## config.mk

```make
export PLATFORM = sky130hd
export DESIGN_NAME = tf_rom_seq
export DESIGN_NICKNAME = d
export VERILOG_FILES = /design/src/rtl/tf_rom_seq.sv
export SDC_FILE = /design/constraint.sdc
export NUM_CORES = 1
export LEC_CHECK = 0
export CELL_PAD_IN_SITES_DETAIL_PLACEMENT = 1
export CELL_PAD_IN_SITES_GLOBAL_PLACEMENT = 1
export CORE_MARGIN = 1
export CORE_UTILIZATION = 42
export DETAILED_ROUTE_END_ITERATION = 6
export PLACE_DENSITY = 0.84
export SKIP_CTS_REPAIR_TIMING = 1
export SLEW_MARGIN = 20
export SYNTH_ARGS = -nofsm -noshare
export SYNTH_HDL_FRONTEND = slang
export SYNTH_SLANG_ARGS = --single-unit
```

## constraint.sdc

```tcl
create_clock -name clk -period 7.3 [get_ports clk]
set_input_delay 0.73 -clock clk [delete_from_list [all_inputs] [get_ports clk]]
set_output_delay 0.73 -clock clk [all_outputs]
set_load 0.05 [all_outputs]
```

## src/rtl/tf_rom_seq.sv

```systemverilog
// tf_rom_seq: sequencer for the twiddle-factor ROM in the mixed-radix NTT datapath.
//
// A start pulse launches a job that reads cfg_len consecutive ROM entries. The read
// window begins at cfg_base and wraps at ROM_DEPTH. Each word is presented cfg_rep
// times on a valid/ready stream. The ROM has a 1-cycle registered read gated by
// rom_en, and its Q register holds while rom_en is low. That Q register is the data
// register of the stream. This block only drives the address and enable lines, plus
// the tf_valid/tf_last qualifiers, which line up with Q.
//
// Ports:
//   clk, rst_n          clock (rising edge), asynchronous active-low reset
//   start               one-cycle job request, sampled only when idle
//   cfg_base            first ROM address; values >= ROM_DEPTH fall back to 0
//   cfg_len             number of distinct words to read; 0 completes at once
//   cfg_rep             beats per word; 0 is treated as 1
//   rom_addr, rom_en    ROM A and IREN
//   tf_valid, tf_ready  stream handshake qualifying ROM Q
//   tf_last             current beat is the final beat of the job
//   busy, done          job in progress / one-cycle completion pulse
module tf_rom_seq #(
    parameter int unsigned ADDR_W    = 6,
    parameter int unsigned ROM_DEPTH = 43,
    parameter int unsigned LEN_W     = 7,
    parameter int unsigned REP_W     = 4
) (
    input  logic              clk,
    input  logic              rst_n,
    input  logic              start,
    input  logic [ADDR_W-1:0] cfg_base,
    input  logic [LEN_W-1:0]  cfg_len,
    input  logic [REP_W-1:0]  cfg_rep,
    output logic [ADDR_W-1:0] rom_addr,
    output logic              rom_en,
    output logic              tf_valid,
    input  logic              tf_ready,
    output logic              tf_last,
    output logic              busy,
    output logic              done
);

    localparam logic [ADDR_W-1:0] AddrMax = ADDR_W'(ROM_DEPTH - 1);
    localparam logic [REP_W-1:0]  RepOne  = REP_W'(1);

    typedef enum logic [1:0] {StIdle, StRun, StDone} state_e;

    state_e            state_q, state_d;
    logic [ADDR_W-1:0] addr_cnt_q, addr_cnt_d;
    logic [LEN_W-1:0]  issue_left_q, issue_left_d;
    logic [REP_W-1:0]  rep_eff_q, rep_eff_d;
    logic [REP_W-1:0]  rep_left_q, rep_left_d;
    logic              tf_valid_q, tf_valid_d;
    logic              tf_last_q, tf_last_d;
    logic              busy_q, busy_d;
    logic              done_q, done_d;

    logic              handshake;
    logic              free;

    assign handshake = tf_valid_q && tf_ready;
    // Q may be overwritten when it is empty or its final beat is being accepted now.
    assign free      = !tf_valid_q || (tf_ready && (rep_left_q == RepOne));
    assign rom_en    = (state_q == StRun) && (issue_left_q != '0) && free;

    always_comb begin
        state_d      = state_q;
        addr_cnt_d   = addr_cnt_q;
        issue_left_d = issue_left_q;
        rep_eff_d    = rep_eff_q;
        rep_left_d   = rep_left_q;
        tf_valid_d   = tf_valid_q;

        unique case (state_q)
            StIdle: begin
                if (start) begin
                    addr_cnt_d   = (cfg_base > AddrMax) ? '0 : cfg_base;
                    issue_left_d = cfg_len;
                    rep_eff_d    = (cfg_rep == '0) ? RepOne : cfg_rep;
                    rep_left_d   = '0;
                    tf_valid_d   = 1'b0;
                    state_d      = (cfg_len == '0) ? StDone : StRun;
                end
            end
            StRun: begin
                if (rom_en) begin
                    // New word lands in Q next cycle; this also covers back-to-back reloads.
                    addr_cnt_d   = (addr_cnt_q == AddrMax) ? '0 : addr_cnt_q + ADDR_W'(1);
                    issue_left_d = issue_left_q - LEN_W'(1);
                    tf_valid_d   = 1'b1;
                    rep_left_d   = rep_eff_q;
                end else if (handshake) begin
                    if (rep_left_q > RepOne) begin
                        rep_left_d = rep_left_q - RepOne;
                    end else begin
                        tf_valid_d = 1'b0;
                        rep_left_d = '0;
                        if (tf_last_q) begin
                            state_d = StDone;
                        end
                    end
                end
            end
            StDone: begin
                state_d = StIdle;
            end
            default: begin
                state_d = StIdle;
            end
        endcase

        tf_last_d = tf_valid_d && (issue_left_d == '0) && (rep_left_d == RepOne);
        busy_d    = (state_d != StIdle);
        done_d    = (state_d == StDone);
    end

    always_ff @(posedge clk or negedge rst_n) begin
        if (!rst_n) begin
            state_q      <= StIdle;
            addr_cnt_q   <= '0;
            issue_left_q <= '0;
            rep_eff_q    <= '0;
            rep_left_q   <= '0;
            tf_valid_q   <= 1'b0;
            tf_last_q    <= 1'b0;
            busy_q       <= 1'b0;
            done_q       <= 1'b0;
        end else begin
            state_q      <= state_d;
            addr_cnt_q   <= addr_cnt_d;
            issue_left_q <= issue_left_d;
            rep_eff_q    <= rep_eff_d;
            rep_left_q   <= rep_left_d;
            tf_valid_q   <= tf_valid_d;
            tf_last_q    <= tf_last_d;
            busy_q       <= busy_d;
            done_q       <= done_d;
        end
    end

    assign rom_addr = addr_cnt_q;
    assign tf_valid = tf_valid_q;
    assign tf_last  = tf_last_q;
    assign busy     = busy_q;
    assign done     = done_q;

endmodule

```

# ---- After elaboration in Yosys (flattened, before gate mapping)
# Index checks and enable logic that the tools add are counted.
dict set report totals {
  regBits 27
  input_bits 21
  wordCells 64
}
dict set report classes {
  addsub 3
  order_cmp 2
  n_eq_ne 7
  mux 26
  n_reduce_logical 17
}
# cell n
set op_table {}
lappend op_table {{$mux W6} 4}
lappend op_table {{$mux W4} 5}
lappend op_table {{$logic_not A7 Y1} 2}
lappend op_table {{$mux W7} 2}
lappend op_table {{$pmux W7 S2} 1}
lappend op_table {{$mux W2} 6}
lappend op_table {{$pmux W6 S2} 1}
lappend op_table {{$eq A4 B1 Y1 const B} 2}
lappend op_table {{$pmux W4 S2} 1}
lappend op_table {{$reduce_bool A7 Y1} 1}
lappend op_table {{$sub A7 B1 Y7 const B} 1}
lappend op_table {{$add A6 B1 Y6 const B} 1}
lappend op_table {{$eq A6 B6 Y1 const B} 1}
lappend op_table {{$gt A6 B6 Y1 const B} 1}
lappend op_table {{$logic_and A1 B1 Y1} 6}
lappend op_table {{$gt A4 B1 Y1 const B} 1}
lappend op_table {{$logic_not A4 Y1} 1}
lappend op_table {{$mux W1} 4}
lappend op_table {{$ne A2 B2 Y1 const B} 2}
lappend op_table {{$pmux W2 S2} 1}
lappend op_table {{$reduce_bool A2 Y1} 2}
lappend op_table {{$sub A4 B1 Y4 const B} 1}
lappend op_table {{$reduce_and A3 Y1} 1}
lappend op_table {{$eq A2 B1 Y1 const B} 1}
lappend op_table {{6 further kinds} 6}

# ---- Logic depth before layout (Yosys ltp)
# Gate-level depths: netlist (run 1).
dict set report logic_depth {
  word_depth 9
  mapped_depth 10
  mapped_depth_nobuf 10
}

# ---- Worst setup path after synthesis (run 1)
# OpenSTA, ideal clock, no wires.
dict set report synth_path {
  path_type {input-to-reg}
  start {input port tf_ready}
  end {register tf_last_q (netlist: tf_last)}
  arrival_time_ps 2438
  required_ps 7204
  path_slack_ps 4766
  path_stages 8
  n_path_buf 0
  path_cell_list {nand4bb_4 > a22oi_4 > nand2_4 > inv_2 > or4b_1 > mux2i_1 > o2111ai_1 > nor4_2}
}
dict set report synth_between {
  elab_chain_cells 8
  elab_cells_between_ends 16
}
# item line_no
set synth_lines {}
lappend synth_lines {{start: declaration} 35} ;# input logic tf_ready,
lappend synth_lines {{$logic_and A1 B1 Y1 *} 61} ;# assign free = !tf_valid_q || (tf_ready && (rep_left_q == RepOne));
lappend synth_lines {{$logic_or A1 B1 Y1 *} 61}
lappend synth_lines {{$logic_and A1 B1 Y1 *} 62} ;# assign rom_en = (state_q == StRun) && (issue_left_q != '0) && free;
lappend synth_lines {{net rom_en} 33} ;# output logic rom_en,
lappend synth_lines {{$mux W7} 84} ;# if (rom_en) begin
lappend synth_lines {{$pmux W7 S2} 72} ;# unique case (state_q)
lappend synth_lines {{$logic_not A7 Y1} 110} ;# tf_last_d = tf_valid_d && (issue_left_d == '0) && (rep_left_d == RepOne);
lappend synth_lines {{$logic_and A1 B1 Y1} 110}
lappend synth_lines {{$logic_and A1 B1 Y1 *} 110}
lappend synth_lines {{net tf_last_d} 52} ;# logic tf_last_q, tf_last_d;
lappend synth_lines {{end signal: assignment} 133} ;# tf_last_q <= tf_last_d;
lappend synth_lines {{end: declaration} 52}
# Mark *: on every way through the listed nets, which the timed path passes. The rest lies on a longest branch.
# A chain may end at the register's enable or synchronous reset.

# ---- Worst setup path after layout (run 1)
dict set report layout_path {
  start {input port tf_ready}
  end {output port rom_en}
}
dict set report layout_between {
  elab_chain_cells 3
}
# item line_no
set layout_lines {}
lappend layout_lines {{$logic_and A1 B1 Y1} 61}
lappend layout_lines {{$logic_or A1 B1 Y1} 61}
lappend layout_lines {{$logic_and A1 B1 Y1} 62}
lappend layout_lines {{end: declaration} 33}
# No other way between the ends.

==> flow_summary_export.csv, run 1 <==
group,metric,value,unit
flow_run,max-cap-violations,0,
timing,fin_crit_sh,50.1,%
timing,fmax,273,MHz
route,via_count,1737,
setup_path,crit_chain,"clkdlybuf4s50_1 -> nand4bb_4 -> a22oi_4 -> nand2_4 -> inv_2 -> clkdlybuf4s50_1",
timing,maxSlewHeadroom,45.7,%
place,place_area,2130,um^2
yosys,syn_nets,229,
place,finalWeightedCongestion,0.892,
timing,tightest_slew,0.812,ns
floorplan,io_pins,32,
timing,skew,0.0106,ns
clock_tree,cts_tree,"done",
layout,fin_area,2170,um^2
global_route,grt-ovfl-total,0,
clock_tree,clock_path_buffers,2,
floorplan,die_h,67.2,um
power_and_ir_drop,power_density,369,nW/um^2
yosys,ys_types,55,
layout,drive_above_1_share,5.68,%
place,io_buffers,31,
route,drc,0,
route,antenna_left,0,
setup_path,end_kind,"primary output",
setup_path,cp_max_fo,10,
setup_path,worst_path_most_repeated_cell,"clkdlybuf4s50_1",
run_status,status,"complete, no violations",
yosys,syn-instance-count,202,
timing,setup-violations-final,0,
floorplan,dieArea,4510,um^2
global_route,antenna_found_initial,0,
yosys,netlist.area_leader.share,37.9,%
setup_path,cpMaxStageDelayCell,"clkdlybuf4s50_1",
floorplan,initial_core_util,44.3,%
clock_tree,numCtsBuffers,3,
route,wire_per_inst,20.3,um
yosys,synth_seq_cells,27,
timing,hold_slack,0.524,ns
timing,rsz0062_at_grt,"false",
yosys,synth_area_leaders,"dfrtp_1 (38%), nand2_1 (6.1%), o21ai_0 (4.5%)",
yosys,yosys_warnings,0,
setup_path,arrival,2.93,ns
clock_tree,clk_pin_slew,0.10,ns
setup_path,cp_slowest_stage_delay,0.80,ns
yosys,ys.flop_type,"dfrtp_1",
timing,slew_violations,0,
floorplan,die_w,67.2,um
clock_tree,cts_sinks,27,
min_path,hold_path.class,"reg2reg",
timing,fin_setup_tns,0,ns
clock_tree,cts_max_level,1,
route,drt_pass1_iterations,4,
yosys,postSynthAreaPerCell,8.83,um^2
floorplan,row_count,23,
timing,finalHoldViolCount,0,
setup_path,required,6.57,ns
layout,n_fill_cell,470,
layout,nets,257,
global_route,grt_start_max_net_pins,28,
setup_path,worst-path-buf-inv,3,
route,drt-total-wl,5670,um
global_route,grt_use_total,27.4,%
setup_path,path_delay_family,"buffers and inverters",
floorplan,core,4030,um^2
yosys,synth_edf_count,0,
setup_path,critical_path_class,"in2out",
yosys,ys_seq_area_share,37.9,%
place,hpwl,4340,um
timing,min_period,3.66,ns
route,vias_per_cell,6.23,
layout,area_growth_syn_to_layout,21.9,%
power_and_ir_drop,peakVddDrop,0.206,mV
layout,diodes,0,
clock_tree,root_buffer,"clkbuf_8",
global_route,grt_pass1_wl,9000,um
yosys,netlist.top_cell.by_area,"dfrtp_1",
global_route,grt_pass1_vias,1799,
setup_path,worstSetupStartpointType,"primary input",
route,drtIter0Drc,117,
yosys,syn_area,1780,um^2
clock_tree,insertion_delay,0.28,ns
yosys,async_reset_ff_share,100,%
power_and_ir_drop,p_leak,0.916,nW
state kept, by name (all words and copies together) (netlist names):
register and flops:
tf_last 1, rep_left_q 4, tf_valid 1, done 1, rom_addr 6, state_q 2, issue_left_q 7, rep_eff_q 4
busy 1
tightest hold or removal path, cell delays in order (launching register included):
cell and delay (ns):
dfrtp_1 0.36, nand2_1 0.06, nand2_1 0.07
metrics by stage:
stage	cells	total power [mW]	worst slack [ns]	util [%]
after global routing	279	0.849	3.57	54.0
final	279	0.802	3.64	54.0
after floorplan	202	0.565	4.77	-
after detailed placement	275	0.708	3.68	52.9
after CTS	279	0.801	3.66	54.0
after global placement	275	0.684	3.74	52.9
path summary, 6_finish.rpt:
kind / cells past startpoint / from / to / slack, ns
max in group asynchronous: 2 / rst_n / rep_left_q[2]$_DFF_PN0_ / 6.19
hold / removal: 2 / rep_eff_q[1]$_DFFE_PN0P_ / rep_eff_q[1]$_DFFE_PN0P_ / 0.52
hold reg to reg: 2 / rep_eff_q[1]$_DFFE_PN0P_ / rep_eff_q[1]$_DFFE_PN0P_ / 0.52
setup reg to reg: 8 / issue_left_q[1]$_DFF_PN0_ / tf_last$_DFF_PN0_ / 4.54
min in group asynchronous: 2 / rst_n / busy$_DFF_PN0_ / 0.82
setup / recovery: 6 / tf_ready / rom_en / 3.64
power by group:
group          switching (mW)  internal (mW)
clock network          0.0487         0.0392
registers              0.0758          0.196
logic                   0.262          0.180
total                   0.386          0.416
layout by cell type (no fill, tap or decap), drive strengths merged, types with 4 or more instances in the layout:
master / Yosys / routed
inv: 9 / 9
clkdlybuf4s50: 0 / 31
a21oi: 11 / 11
o21ai: 16 / 16
nor2: 14 / 14
clkbuf: 8 / 4
nand2: 30 / 30
nor2b: 7 / 7
dfrtp: 27 / 27
nor3: 7 / 7
ha: 6 / 6
a211oi: 4 / 4
a22oi: 4 / 4
cell usage after synthesis, types with 4 or more instances:
cell / n
inv_1: 8
clkbuf_1: 8
nor3_1: 7
a21oi_1: 11
nor2_1: 14
ha_1: 6
nand2_1: 29
nor2b_1: 7
o21ai_0: 16
a211oi_1: 4
dfrtp_1: 27
layout make-up:
cell class	count	area, um^2	share of cell area, %
clock buffer	4	45.0	2.07
inverter	9	33.8	1.55
multi-input combinational	157	1040	47.8
sequential	27	676	31.1
tap	50	62.6	2.88
timing repair buffer	32	318	14.6
kinds of logic (layout without fill, tap and decap cells):
group / after synthesis / count (layout) / share of synthesized area (%)
AO/OA/AOI/OAI: 64 / 64 / 25.4
XOR/XNOR: 2 / 2 / 0.982
adder cells (fa/ha/maj): 6 / 6 / 4.21
buffers and inverters: 18 / 45 / 3.86
flip-flops: 27 / 27 / 37.9
multiplexers: 2 / 2 / 1.12
AND/OR/NAND/NOR: 83 / 83 / 26.6
routing by layer:
layer,part of all wire [%],track usage (%),vias to the layer above
met4,0.90,6.91,0
met3,4.0,4.22,5
met5,0,0,-
met2,51,44.1,44
met1,45,38.4,892
li1,-,-,796
(Power assumes the default switching activity.)
==> inputs of run 2 (changes only) <==
Settings changed: CORE_UTILIZATION 42 to 39, PLACE_DENSITY 0.84 to 0.79.
Clock period 7.3 ns to 3.59 ns, I/O delays scaled along.
==> run 2 against run 1 <==
  * Critical path depth is 1 higher
  * Clock power is 97% higher
  * First-iteration DRC count is 26% lower
  * Routed wire length is 8.9% lower
  * Utilization is 4.1 points lower
  * Die area is 7.5% higher
  * Cell area is 0.52% higher
  * Sequential share of layout area is 0.16 points lower
  * Via count is 4.3% lower
==> flow_summary_export.csv, run 2 (synthesized netlist as in run 1, its figures left out) <==
group,metric,value,unit
layout,area_growth_syn_to_layout,22.5,%
floorplan,core,4380,um^2
global_route,grt_start_max_net_pins,28,
clock_tree,clk_pin_slew,0.09,ns
timing,setup-violations-final,0,
clock_tree,insertion_delay,0.27,ns
route,wire_per_inst,18.3,um
global_route,grt_pass1_wl,8580,um
setup_path,arrival,2.63,ns
place,dp.cells,278,
power_and_ir_drop,power_frac_seq,34.4,%
layout,final_util,49.9,%
route,drt_pass1_iterations,4,
timing,finalWorstSetupSlack,0.600,ns
floorplan,row_count,24,
route,drtIter0Drc,86,
timing,slew_violations,0,
place,hpwl,4010,um
power_and_ir_drop,clkPwrFrac,10.8,%
route,via_count,1662,
min_path,hold_path.class,"in2async",
timing,maxSlewHeadroom,50.9,%
timing,tightest_slew,0.729,ns
place,dp_slack,0.692,ns
route,drt-total-wl,5170,um
clock_tree,clock_path_buffers,2,
clock_tree,cts_max_level,1,
layout,layout_commonest_cell,"clkdlybuf4s50_1",
floorplan,initial_core_util,40.7,%
clock_tree,numCtsBuffers,3,
place,finalWeightedCongestion,0.885,
clock_tree,cts_tree,"done",
route,vias_per_cell,5.89,
global_route,antenna_found_initial,0,
floorplan,io_pins,32,
floorplan,die_h,69.6,um
power_and_ir_drop,power_density,732,nW/um^2
timing,skew,0.00214,ns
timing,min_period,2.99,ns
place,place_area,2140,um^2
layout,drive_above_1_share,6.52,%
clock_tree,cts_sinks,27,
global_route,grt_use_total,22.3,%
power_and_ir_drop,internal-power,0.845,mW
power_and_ir_drop,combPwrFrac,54.7,%
global_route,grt_pass1_vias,1656,
layout,nets,258,
power_and_ir_drop,swShare,47.2,%
timing,fin_crit_sh,83.3,%
setup_path,cp_max_fo,10,
setup_path,worstSetupStartpointType,"flop",
timing,hold_slack,0.466,ns
timing,fin_setup_tns,0,ns
layout,fin_cells,282,
layout,final_cell_mix,"clkdlybuf4s50_1 (31), nand2_1 (29), dfrtp_1 (27), o21ai_0 (16), nor2_1 (14)",
power_and_ir_drop,peakVddDrop,0.450,mV
floorplan,die_w,69.6,um
timing,rsz0062_at_grt,"false",
clock_tree,root_buffer,"clkbuf_8",
setup_path,end_kind,"primary output",
layout,diodes,0,
place,io_buffers,31,
setup_path,required,3.23,ns
layout,fin_area,2190,um^2
setup_path,critical_path_class,"reg2out",
route,antenna_left,0,
timing,finalHoldViolCount,0,
layout,largest_reg_flops,7,
timing,fmax,334,MHz
layout,top_register,"issue_left_q",
power_and_ir_drop,finalPower,1.60,mW
global_route,grt-ovfl-total,0,
run_status,status,"complete, no violations",
floorplan,dieArea,4850,um^2
power_and_ir_drop,p_leak,0.924,nW
route,drc,0,
flow_run,max-cap-violations,0,
power_and_ir_drop,switching_power,0.755,mW
layout,n_fill_cell,528,
[run 2: area by class of cell]
| cell class | count | area [um^2] | share of cell area (%) |
|---|---|---|---|
| Tap cell | 52 | 65.1 | 2.98 |
| Timing Repair Buffer | 33 | 325 | 14.9 |
| Clock inverter | 1 | 5.00 | 0.229 |
| Multi-Input combinational cell | 157 | 1040 | 47.6 |
| Inverter | 9 | 33.8 | 1.55 |
| Sequential cell | 27 | 676 | 30.9 |
| Clock buffer | 3 | 41.3 | 1.89 |
[run 2: power groups by stage]
stage	sequential, mW	combinational, mW	clock, mW
5_1_grt	0.570	0.953	0.191
3_5_place_dp	0.554	0.873	0
3_3_place_gp	0.549	0.854	0
2_1_floorplan	0.620	0.528	0
6_report	0.551	0.875	0.173
4_1_cts	0.549	0.879	0.183
[run 2: worst paths after layout]
check	start	slack [ns]	endpoint	cells past startpoint
max reg2reg	issue_left_q[1]$_DFF_PN0_	0.86	tf_last$_DFF_PN0_	8
max	rep_left_q[1]$_DFF_PN0_	0.60	rom_en	7
max in group asynchronous	rst_n	2.86	issue_left_q[2]$_DFF_PN0_	2
min	rst_n	0.47	rom_addr[1]$_DFFE_PN0P_	2
min in group clk	rep_eff_q[1]$_DFFE_PN0P_	0.52	rep_eff_q[1]$_DFFE_PN0P_	2
min reg2reg	rep_eff_q[1]$_DFFE_PN0P_	0.52	rep_eff_q[1]$_DFFE_PN0P_	2
[run 2: layer usage]
layer | global-route usage (%) | part of all wire (%)
met2 | 33.8 | 46
met1 | 33.2 | 48
met5 | 0 | 0
met4 | 5.56 | 1.4
met3 | 3.49 | 4.4
[run 2: worst max-delay path: stages, from the launching register on]
cell	delay (ns)
dfrtp_1	0.44
inv_1	0.10
ha_1	0.21
nand4bb_4	0.18
a22oi_4	0.39
nand2_4	0.11
inv_2	0.09
clkdlybuf4s50_1	0.81
==> inputs of run 3 (changes only) <==
Settings changed: CORE_UTILIZATION 39 to 35, PLACE_DENSITY 0.79 to 0.75.
Clock period 3.59 ns to 2.4 ns, I/O delays scaled along.
==> run 3 against run 2 <==
  * The flow now finishes with violations (negative setup slack)
  * Clock power increased by 60%
  * Power increased by 76%
  * Worst setup slack got worse by 0.67 ns
  * Non-clock buffer count increased by 35
  * Die area increased by 11%
  * Global-route usage increased by 1.3 points
  * Cell area increased by 16%
  * Largest cell class unchanged
==> flow_summary_export.csv, run 3 (synthesized netlist as in run 1, its figures left out) <==
group,metric,value,unit
layout,regArea,676,um^2
floorplan,die_h,73.4,um
global_route,grt-ovfl-total,0,
clock_tree,root_buffer,"clkbuf_8",
layout,multiInputGateArea,1100,um^2
setup_path,path_delay_family,"simple AND/OR/NAND/NOR gates",
run_status,violations,"negative setup slack",
layout,layout_commonest_cell,"buf_4",
setup_path,cp_slowest_stage_delay,0.50,ns
place,io_buffers,31,
global_route,grt_use_total,23.5,%
timing,rsz0062_at_grt,"true",
floorplan,die_w,73.4,um
layout,area_growth_syn_to_layout,42.3,%
timing,slew_violations,0,
timing,setup-violations-final,1,
timing,hold_slack,0.334,ns
setup_path,worst-path-buf-inv,1,
timing,finalHoldViolCount,0,
floorplan,core,4820,um^2
clock_tree,cts_max_level,1,
clock_tree,insertion_delay,0.28,ns
setup_path,required,2.59,ns
power_and_ir_drop,finalPower,2.81,mW
global_route,grt_start_max_net_pins,28,
power_and_ir_drop,power_density,1110,nW/um^2
layout,top_register,"issue_left_q",
route,vias_per_cell,5.51,
setup_path,arrival,2.66,ns
setup_path,critical_path_class,"reg2reg",
place,hpwl,4420,um
floorplan,initial_core_util,37.0,%
clock_tree,clock_path_buffers,2,
setup_path,r2r-start,"issue_left_q[0]$_DFF_PN0_",
route,drc,0,
global_route,grt_pass1_vias,1812,
setup_path,worstSetupStartpointType,"flop",
clock_tree,cts_tree,"done",
clock_tree,numCtsBuffers,3,
timing,fin_crit_sh,103,%
place,finalWeightedCongestion,0.828,
flow_run,max-cap-violations,0,
timing,finalWorstSetupSlack,-0.0738,ns
power_and_ir_drop,p_leak,1.09,nW
setup_path,reg2regPathDepth,8,
setup_path,crit_chain,"inv_2 -> ha_4 -> or3b_4 -> a211oi_4 -> xnor2_1 -> o221ai_1 -> or4b_4 -> nor4_2",
clock_tree,clk_pin_slew,0.10,ns
layout,largest_reg_flops,7,
setup_path,r2r_slack,-0.07,ns
timing,skew,0.00586,ns
layout,diodes,0,
setup_path,cp_max_fo,3,
setup_path,cpMaxStageDelayCell,"or4b_4",
floorplan,dieArea,5390,um^2
setup_path,rr_endpoint,"tf_last$_DFF_PN0_",
route,via_count,1828,
layout,nets,293,
timing,fin_setup_tns,-0.0738,ns
run_status,status,"finished, violations left",
timing,min_period,2.47,ns
route,antenna_left,0,
route,wire_per_inst,17.8,um
layout,final_cell_mix,"buf_4 (37), clkdlybuf4s50_1 (30), nand2_1 (29), dfrtp_1 (27), o21ai_0 (16)",
floorplan,row_count,25,
clock_tree,cts_sinks,27,
global_route,grt_pass1_wl,9450,um
floorplan,io_pins,32,
power_and_ir_drop,peakVddDrop,0.626,mV
min_path,hold_path.class,"in2async",
route,drt-total-wl,5910,um
global_route,antenna_found_initial,0,
layout,drive_above_1_share,23.4,%
route,drtIter0Drc,143,
timing,maxSlewHeadroom,51.1,%
timing,fmax,404,MHz
setup_path,end_kind,"flop",
route,drt_pass1_iterations,4,
timing,tightest_slew,0.725,ns
place,dp_slack,-0.149,ns
layout,n_fill_cell,587,
layout,final_util,52.7,%
==> run 3: cell types whose count changed in the layout (fill, tap and decap cells not counted), moves of 2 or more <==
cell    previous run  this run
inv_1              8         6
buf_4              2        37
ha_4               0         2
or4b_4             0         2
or4b_1             2         0
ha_1               6         3
==> run 3: layout make-up <==
class | instances | share of cell area [%]
repair buffers | 68 | 23.6
flip-flops and latches | 27 | 26.6
multi-input cells | 157 | 43.2
well taps | 67 | 3.30
inverters | 9 | 1.43
clock inverters | 1 | 0.296
clock buffers | 3 | 1.63
==> run 3: worst max-delay path by stage <==
stage,start,end,cells after the start
2_1_floorplan,rep_left_q[1]$_DFF_PN0_,tf_last$_DFF_PN0_,10
5_1_grt,issue_left_q[0]$_DFF_PN0_,tf_last$_DFF_PN0_,10
4_1_cts,issue_left_q[0]$_DFF_PN0_,tf_last$_DFF_PN0_,8
6_report,issue_left_q[0]$_DFF_PN0_,tf_last$_DFF_PN0_,8
3_5_place_dp,issue_left_q[0]$_DFF_PN0_,tf_last$_DFF_PN0_,8
3_3_place_gp,tf_ready,tf_last$_DFF_PN0_,7
==> run 3: power by group <==
part / switching (mW) / internal (mW) / total [mW]
Sequential: 0.195 / 0.598 / 0.793
Combinational: 0.921 / 0.817 / 1.74
Clock: 0.159 / 0.118 / 0.277
==> run 3: per-stage QoR <==
stage,area (um^2),std cells
after floorplan,1790,202
after global placement,2390,322
after detailed placement,2390,322
after CTS,2440,326
after global routing,2540,332
final,2540,332
==> run 3: metal layers <==
layer | vias to the layer above | routed length, um | global-route usage [%]
met1 | 919 | 2780 | 36.7
met5 | - | 0 | 0
met2 | 36 | 2830 | 35.1
met3 | 4 | 256 | 2.47
li1 | 869 | - | -
met4 | 0 | 43 | 4.49
